`src/rtl/prob_percent_unit.sv`:
```
// Multi-channel probability-to-percent converter: one channel per cycle through a
// shared x100 / rounding / clamp datapath, with saturation flags and arg-max.
module prob_percent_unit #(
    parameter int W    = 8,
    parameter int FRAC = 6,
    parameter int N_CH = 2,
    localparam int CW  = (N_CH > 1) ? $clog2(N_CH) : 1
) (
    input  logic              clk,
    input  logic              rst_n,
    input  logic              in_valid,
    output logic              in_ready,
    input  logic [N_CH*W-1:0] p_flat,
    input  logic              round_en,
    output logic              out_valid,
    input  logic              out_ready,
    output logic [N_CH*7-1:0] pct_flat,
    output logic [N_CH-1:0]   sat_flag,
    output logic [CW-1:0]     max_idx,
    output logic [6:0]        max_pct
);

    localparam logic [1:0] S_IDLE = 2'd0;
    localparam logic [1:0] S_CONV = 2'd1;
    localparam logic [1:0] S_HOLD = 2'd2;

    localparam int QW = W + 8;

    // One extra bit over p*100 so the rounding offset can never wrap.
    function automatic logic [QW-1:0] scale_q(input logic [W-1:0] p, input logic rnd);
        logic [QW-1:0] prod;
        logic [QW-1:0] sum;
        prod = QW'(p) * QW'(100);
        sum  = prod + (rnd ? (QW'(1) << (FRAC - 1)) : '0);
        return sum >> FRAC;
    endfunction

    function automatic logic [6:0] sat_pct(input logic [QW-1:0] q);
        return (q > QW'(100)) ? 7'd100 : q[6:0];
    endfunction

    logic [1:0]          state_q, state_d;
    logic [CW-1:0]       cnt_q, cnt_d;
    logic [N_CH*W-1:0]   p_l_q, p_l_d;
    logic                rnd_l_q, rnd_l_d;
    logic [N_CH*7-1:0]   pct_q, pct_d;
    logic [N_CH-1:0]     sat_q, sat_d;
    logic [CW-1:0]       max_idx_q, max_idx_d;
    logic [6:0]          max_pct_q, max_pct_d;
    logic                out_valid_q, out_valid_d;

    logic [W-1:0]        p_cur;
    logic [QW-1:0]       q_cur;
    logic [6:0]          pct_cur;
    logic                is_sat;

    always_comb begin
        p_cur = '0;
        for (int k = 0; k < N_CH; k++) begin
            if (cnt_q == CW'(k)) p_cur = p_l_q[k*W +: W];
        end
        q_cur   = scale_q(p_cur, rnd_l_q);
        pct_cur = sat_pct(q_cur);
        is_sat  = (q_cur > QW'(100));
    end

    always_comb begin
        state_d     = state_q;
        cnt_d       = cnt_q;
        p_l_d       = p_l_q;
        rnd_l_d     = rnd_l_q;
        pct_d       = pct_q;
        sat_d       = sat_q;
        max_idx_d   = max_idx_q;
        max_pct_d   = max_pct_q;
        out_valid_d = out_valid_q;
        case (state_q)
            S_IDLE: begin
                if (in_valid) begin
                    p_l_d     = p_flat;
                    rnd_l_d   = round_en;
                    sat_d     = '0;
                    max_idx_d = '0;
                    max_pct_d = '0;
                    cnt_d     = '0;
                    state_d   = S_CONV;
                end
            end
            S_CONV: begin
                for (int k = 0; k < N_CH; k++) begin
                    if (cnt_q == CW'(k)) begin
                        pct_d[k*7 +: 7] = pct_cur;
                        sat_d[k]        = is_sat;
                    end
                end
                // Strict compare keeps the lowest index on ties.
                if (cnt_q == '0 || pct_cur > max_pct_q) begin
                    max_pct_d = pct_cur;
                    max_idx_d = cnt_q;
                end
                if (cnt_q == CW'(N_CH - 1)) begin
                    state_d     = S_HOLD;
                    out_valid_d = 1'b1;
                end else begin
                    cnt_d = cnt_q + CW'(1);
                end
            end
            S_HOLD: begin
                if (out_ready) begin
                    out_valid_d = 1'b0;
                    state_d     = S_IDLE;
                end
            end
            default: state_d = S_IDLE;
        endcase
    end

    always_ff @(posedge clk or negedge rst_n) begin
        if (!rst_n) begin
            state_q     <= S_IDLE;
            cnt_q       <= '0;
            p_l_q       <= '0;
            rnd_l_q     <= 1'b0;
            pct_q       <= '0;
            sat_q       <= '0;
            max_idx_q   <= '0;
            max_pct_q   <= '0;
            out_valid_q <= 1'b0;
        end else begin
            state_q     <= state_d;
            cnt_q       <= cnt_d;
            p_l_q       <= p_l_d;
            rnd_l_q     <= rnd_l_d;
            pct_q       <= pct_d;
            sat_q       <= sat_d;
            max_idx_q   <= max_idx_d;
            max_pct_q   <= max_pct_d;
            out_valid_q <= out_valid_d;
        end
    end

    assign in_ready  = (state_q == S_IDLE);
    assign out_valid = out_valid_q;
    assign pct_flat  = pct_q;
    assign sat_flag  = sat_q;
    assign max_idx   = max_idx_q;
    assign max_pct   = max_pct_q;

endmodule

```
`config.mk`:
```
export PLATFORM = sky130hd
export DESIGN_NAME = prob_percent_unit
export DESIGN_NICKNAME = d
export VERILOG_FILES = /design/src/rtl/prob_percent_unit.sv
export SDC_FILE = /design/constraint.sdc
export NUM_CORES = 1
export LEC_CHECK = 0
export ABC_CLOCK_PERIOD_IN_PS = 7650
export CORE_MARGIN = 3
export CORE_UTILIZATION = 30
export CTS_CLUSTER_DIAMETER = 150
export DETAILED_ROUTE_END_ITERATION = 10
export PLACE_DENSITY = 0.61
export SETUP_SLACK_MARGIN = 0.2
export SYNTH_ARGS = -nofsm -noshare
export SYNTH_HDL_FRONTEND = slang
export SYNTH_SLANG_ARGS = --single-unit
```
`constraint.sdc`:
```
create_clock -name clk -period 7.65 [get_ports clk]
set_clock_uncertainty 0.05 [all_clocks]
set_input_delay 0.765 -clock clk [delete_from_list [all_inputs] [get_ports clk]]
set_output_delay 0.765 -clock clk [all_outputs]
set_load 0.03 [all_outputs]
```
# Yosys cells after proc, flatten, opt, wreduce, memory -nomap -nowiden
# Index checks and enable logic that the tools add are counted.
dict set report op_classes {
  eq_ne 7
  reduce_logical 13
  bitwise 1
  n_lt_le_gt_ge 2
  add_sub_neg 2
  mux 22
  n_mul 1
}
# op n
set op_table {}
lappend op_table {{$mux W7} 3}
lappend op_table {{$add A15 B6 Y16} 1}
lappend op_table {{$reduce_and A3 Y1} 5}
lappend op_table {{$pmux W7 S2} 1}
lappend op_table {{$mul A8 B5 Y13 const B} 1}
lappend op_table {{$gt A10 B7 Y1 const B} 1}
lappend op_table {{$ne A2 B2 Y1 const B} 5}
lappend op_table {{$mux W2} 4}
lappend op_table {{$mux W8} 1}
lappend op_table {{$reduce_and A2 Y1} 4}
lappend op_table {{$gt A7 B7 Y1} 1}
lappend op_table {{$mux W1} 7}
lappend op_table {{$mux W6} 1}
lappend op_table {{$pmux W1 S2} 3}
lappend op_table {{$pmux W2 S3} 1}
lappend op_table {{$pmux W2 S2} 1}
lappend op_table {{$reduce_bool A2 Y1} 2}
lappend op_table {{$eq A2 B1 Y1 const B} 1}
lappend op_table {{$eq A2 B2 Y1 const B} 1}
lappend op_table {{$logic_not A2 Y1} 1}
lappend op_table {{$add A1 B1 Y1 const B} 1}
lappend op_table {{$logic_or A1 B1 Y1} 1}
lappend op_table {{$not A1 Y1} 1}
dict set report totals {
  regBits 45
  elab_cells 59
  in_bits 21
}

# Longest topological paths before layout
dict set report depth {
  depth_word 9
  mapped_depth 23
  ltp_nobuf 22
}

# Worst setup path after synthesis
# OpenSTA, ideal clock, no wires.
dict set report synth_timing {
  kind {reg-to-reg}
  from {register cnt_q}
  to {register max_pct_q[0] (netlist: max_pct[0])}
  stages_incl_launch_ff 22
  n_path_buf 1
  t_arrival_ns 5.914
  setup_ns 0.125
  slack_ns 1.561
  cell_sequence {dfrtp_1 > buf_1 > mux2_2 > ha_1 > ha_1 > fa_1 > ha_1 > a211oi_1 > o2111ai_1 > nor4b_2 > nor2_1 > o41ai_1 > nand2_1 > inv_1 > nor2_1 > inv_1 > ha_1 > a31o_2 > a21oi_1 > o311ai_2 > a31oi_4 > mux2_2}
}
dict set report synth_via {
  elab_chain_cells 9
}
# item line
set synth_rtl {}
lappend synth_rtl {{start: declaration} 43} ;# logic [CW-1:0] cnt_q, cnt_d;
lappend synth_rtl {{start signal: assignment} 131} ;# cnt_q <= cnt_d;
lappend synth_rtl {{$mux W8 *} 60} ;# if (cnt_q == CW'(k)) p_cur = p_l_q[k*W +: W];
lappend synth_rtl {{$mul A8 B5 Y13 *} 33} ;# prod = QW'(p) * QW'(100);
lappend synth_rtl {{$add A15 B6 Y16 *} 34} ;# sum = prod + (rnd ? (QW'(1) << (FRAC - 1)) : '0);
lappend synth_rtl {{$gt A10 B7 Y1} 39} ;# return (q > QW'(100)) ? 7'd100 : q[6:0];
lappend synth_rtl {{$mux W7 *} 39}
lappend synth_rtl {{named net pct_cur[5]} 54} ;# logic [6:0] pct_cur;
lappend synth_rtl {{$gt A7 B7 Y1 *} 97} ;# if (cnt_q == '0 || pct_cur > max_pct_q) begin
lappend synth_rtl {{$logic_or A1 B1 Y1 *} 97}
lappend synth_rtl {{$ne A2 B2 Y1 (no source line) *} n/a}
lappend synth_rtl {{$reduce_and A3 Y1 (no source line) *} n/a}
lappend synth_rtl {{end signal: assignment} 137} ;# max_pct_q <= max_pct_d;
lappend synth_rtl {{end: declaration} 49} ;# logic [6:0] max_pct_q, max_pct_d;
# The timed path passes the listed nets; every way through them passes the cells marked *. The select of a mux whose other input is x is not followed.
# A chain may end at the register's enable or synchronous reset.

# Worst setup path in the final report
dict set report layout_timing {
  from {register cnt_q}
  to {register max_pct_q[3] (netlist: max_pct[3])}
}
# Same word-level chain as after synthesis.

==> results.sh <==
export IMPL_clkLatencyLatePin_ns=0.30
export IMPL_die_h_um=105.8
export IMPL_dpl_hpwl_um=4918
export IMPL_start_util_pct=31.56
export IMPL_root_buffer="clkbuf_8"
export IMPL_multiInputGateArea_mm2=0.001777
export IMPL_antenna_found_initial=0
export IMPL_ys_warnings_count=0
export IMPL_hp_class="register to register"
export IMPL_grt_pass1_wl_um=10220
export IMPL_setup_tns_ns=0
export IMPL_placementRows=35
export IMPL_ant_nets=0
export IMPL_tritoncts_num_buffers=5
export IMPL_clockBufferDepth=2
export IMPL_die_area_mm2=0.01118
export IMPL_synth_area_leaders="dfrtp_1, ha_1, mux2_2, o21ai_0, xnor2_1"
export IMPL_antenna_cells=0
export IMPL_setup_viol=0
export IMPL_synth_avg_cell_area_um2=10.74
export IMPL_finalCriticalPeriod_ns=6.623
export IMPL_rsz0062_at_grt="no"
export IMPL_cts_resized=0
export IMPL_synth_seq_cells=45
export IMPL_routed_wl_um=6037
export IMPL_cts_sinks=45
export IMPL_dr_total_vias=2175
export IMPL_synth_seq_area_share_pct=37.72
export IMPL_drcViolationCount=0
export IMPL_crit_arrival_ns=6.76
export IMPL_slew_viol_final=0
export IMPL_seqCellArea_mm2=0.001126
export IMPL_final_layout_size_suffix_gt1_share_pct=15.60
export IMPL_fillers=975
export IMPL_core_area_mm2=0.009459
export IMPL_syn_to_final_growth_pct=24.02
export IMPL_die_w_um=105.8
export IMPL_h_tree_depth=2
export IMPL_io_buffers=46
export IMPL_cts_hold_buffers=0
export IMPL_post_route_period_util_pct=86.58
export IMPL_synth_area_mm2=0.002985
export IMPL_cp_max_fo=14
export IMPL_ys_async_sr_fraction_pct=100.0
export IMPL_synth_fp_nets=337
export IMPL_place_congestion=0.8868
export IMPL_mostFrequentLayoutCells="dfrtp_1, clkdlybuf4s50_1, ha_1"
export IMPL_cts_tree="built"
export IMPL_io_pins=47
export IMPL_dominantRegCellSynth="dfrtp_1"
export IMPL_clkTransAtPathRegs_ns=0.09
export IMPL_fmax_mhz=151.0
export IMPL_tightestPinTransition_ns=0.9967
export IMPL_synth_edf_count=0
export IMPL_cp_start_kind="register"
export IMPL_synthesis_instances=278
export IMPL_max_slew_margin_rel_pct=33.55
export IMPL_hold_viol_final=0
export IMPL_synth_distinct_cells=48
export IMPL_grt_max_degree=46
export IMPL_dr_pass1_iters=4
export IMPL_synth_top_area_share_pct=37.72
export IMPL_first_iter_violations=57
export IMPL_endpoint_kind="register"
export IMPL_vias_per_cell=4.770
export IMPL_grt_pass1_vias=2203
export IMPL_nNetsFinal=385
export IMPL_track_usage_pct=11.01
export IMPL_yosys_area_top_type="dfrtp_1"
export IMPL_crit_required_ns=7.79
export IMPL_routedWlPerCell_um=13.24
export IMPL_status="finished clean"
export IMPL_grt_overflow=0
export IMPL_crit_type="register to register"
export IMPL_postCtsSetupRepairBufs=0
export IMPL_maxCapViolations=0
[state kept, by name (all words and copies together), names as in the netlist]
name,count
rnd_l_q,1
max_idx,1
max_pct,7
pct_flat,14
sat_flag,2
state_q,2
out_valid,1
cnt_q,1
p_l_q,16
[critical path, stage by stage, from the launching register on]
cell and delay (ns):
dfrtp_1 0.66, mux2_2 0.43, ha_1 0.31, ha_1 0.32
fa_1 0.46, ha_1 0.37, a211oi_1 0.52, o2111ai_1 0.22
nor4b_2 0.39, nor2_1 0.08, o41ai_1 0.56, nand2_1 0.30
inv_1 0.21, nor2_1 0.10, inv_1 0.07, ha_1 0.24
a31o_2 0.21, a21oi_1 0.16, o311ai_2 0.15, a31oi_4 0.31
mux2_2 0.37
[metrics by stage]
stage / util (%) / cell area (µm²) / worst slack, ns / instances / hold slack, ns
after floorplan: - / 2985 / 1.561 / 278 / 0.4194
after global placement: 37.92 / 3587 / 1.252 / 448 / 0.4121
after detailed placement: 37.92 / 3587 / 0.9956 / 448 / 0.4193
after CTS: 39.14 / 3702 / 0.9807 / 456 / 0.4418
after global routing: 39.14 / 3702 / 0.5871 / 456 / 0.4835
final: 39.14 / 3702 / 1.027 / 456 / 0.4332
[layout make-up]
class                      instances  share of cell area, %
multi-input combinational        211                  47.99
sequential                        45                  30.42
timing repair buffer              47                  12.50
tap                              129                  4.360
clock buffer                       5                  1.859
inverter                          16                  1.622
clock inverter                     3                  1.250
[worst paths after layout]
kind                            cells after the start                    start  slack (ns)                        to
max in group asynchronous                           1                    rst_n        6.34      p_l_q[3]$_DFFE_PN0P_
worst max-delay path                               20        cnt_q$_DFFE_PN0P_        1.03    max_pct[3]$_DFFE_PN0P_
worst max register to register                     20        cnt_q$_DFFE_PN0P_        1.03    max_pct[3]$_DFFE_PN0P_
worst min register to register                      2  pct_flat[2]$_DFFE_PN0P_        0.43   pct_flat[2]$_DFFE_PN0P_
min in group asynchronous                           1                    rst_n        0.58  pct_flat[10]$_DFFE_PN0P_
worst min-delay path                                2  pct_flat[2]$_DFFE_PN0P_        0.43   pct_flat[2]$_DFFE_PN0P_
[synthesized netlist by cell type, types with 2 or more instances]
master	number
o31ai_1	2
nor2_1	17
o2111ai_1	2
fa_1	3
nand2_1	18
nor3_1	5
mux2_2	33
a22o_1	4
inv_1	16
mux2i_1	3
xor2_1	4
and3_1	5
nand2b_1	4
xnor2_1	8
a21o_1	3
a21oi_1	8
nand3b_1	2
or3b_1	2
dfrtp_1	45
ha_1	35
o21ai_0	16
nand3_1	6
o21ai_1	2
clkbuf_1	5
a211oi_1	3
and2_1	3
nor2b_1	3
[routing by layer]
layer | track usage [%] | up-vias | wire [µm]
li1 | - | 1100 | -
met1 | 13.90 | 1031 | 2842
met2 | 19.03 | 40 | 2871
met3 | 2.633 | 4 | 277
met4 | 2.498 | 0 | 46
met5 | 0 | - | 0
[kinds of logic after synthesis]
kind of cell	count (synthesis)	synth area share, %
AND/OR/NAND/NOR	70	12.03
AO/OA/AOI/OAI	54	13.45
flip-flops	45	37.72
adder cells (fa/ha/maj)	38	16.68
multiplexers	37	13.83
buffers and inverters	22	2.766
XOR/XNOR	12	3.521
Power is not shown: default switching activity piles up to over one toggle a cycle in this logic, so the estimate is an artifact.
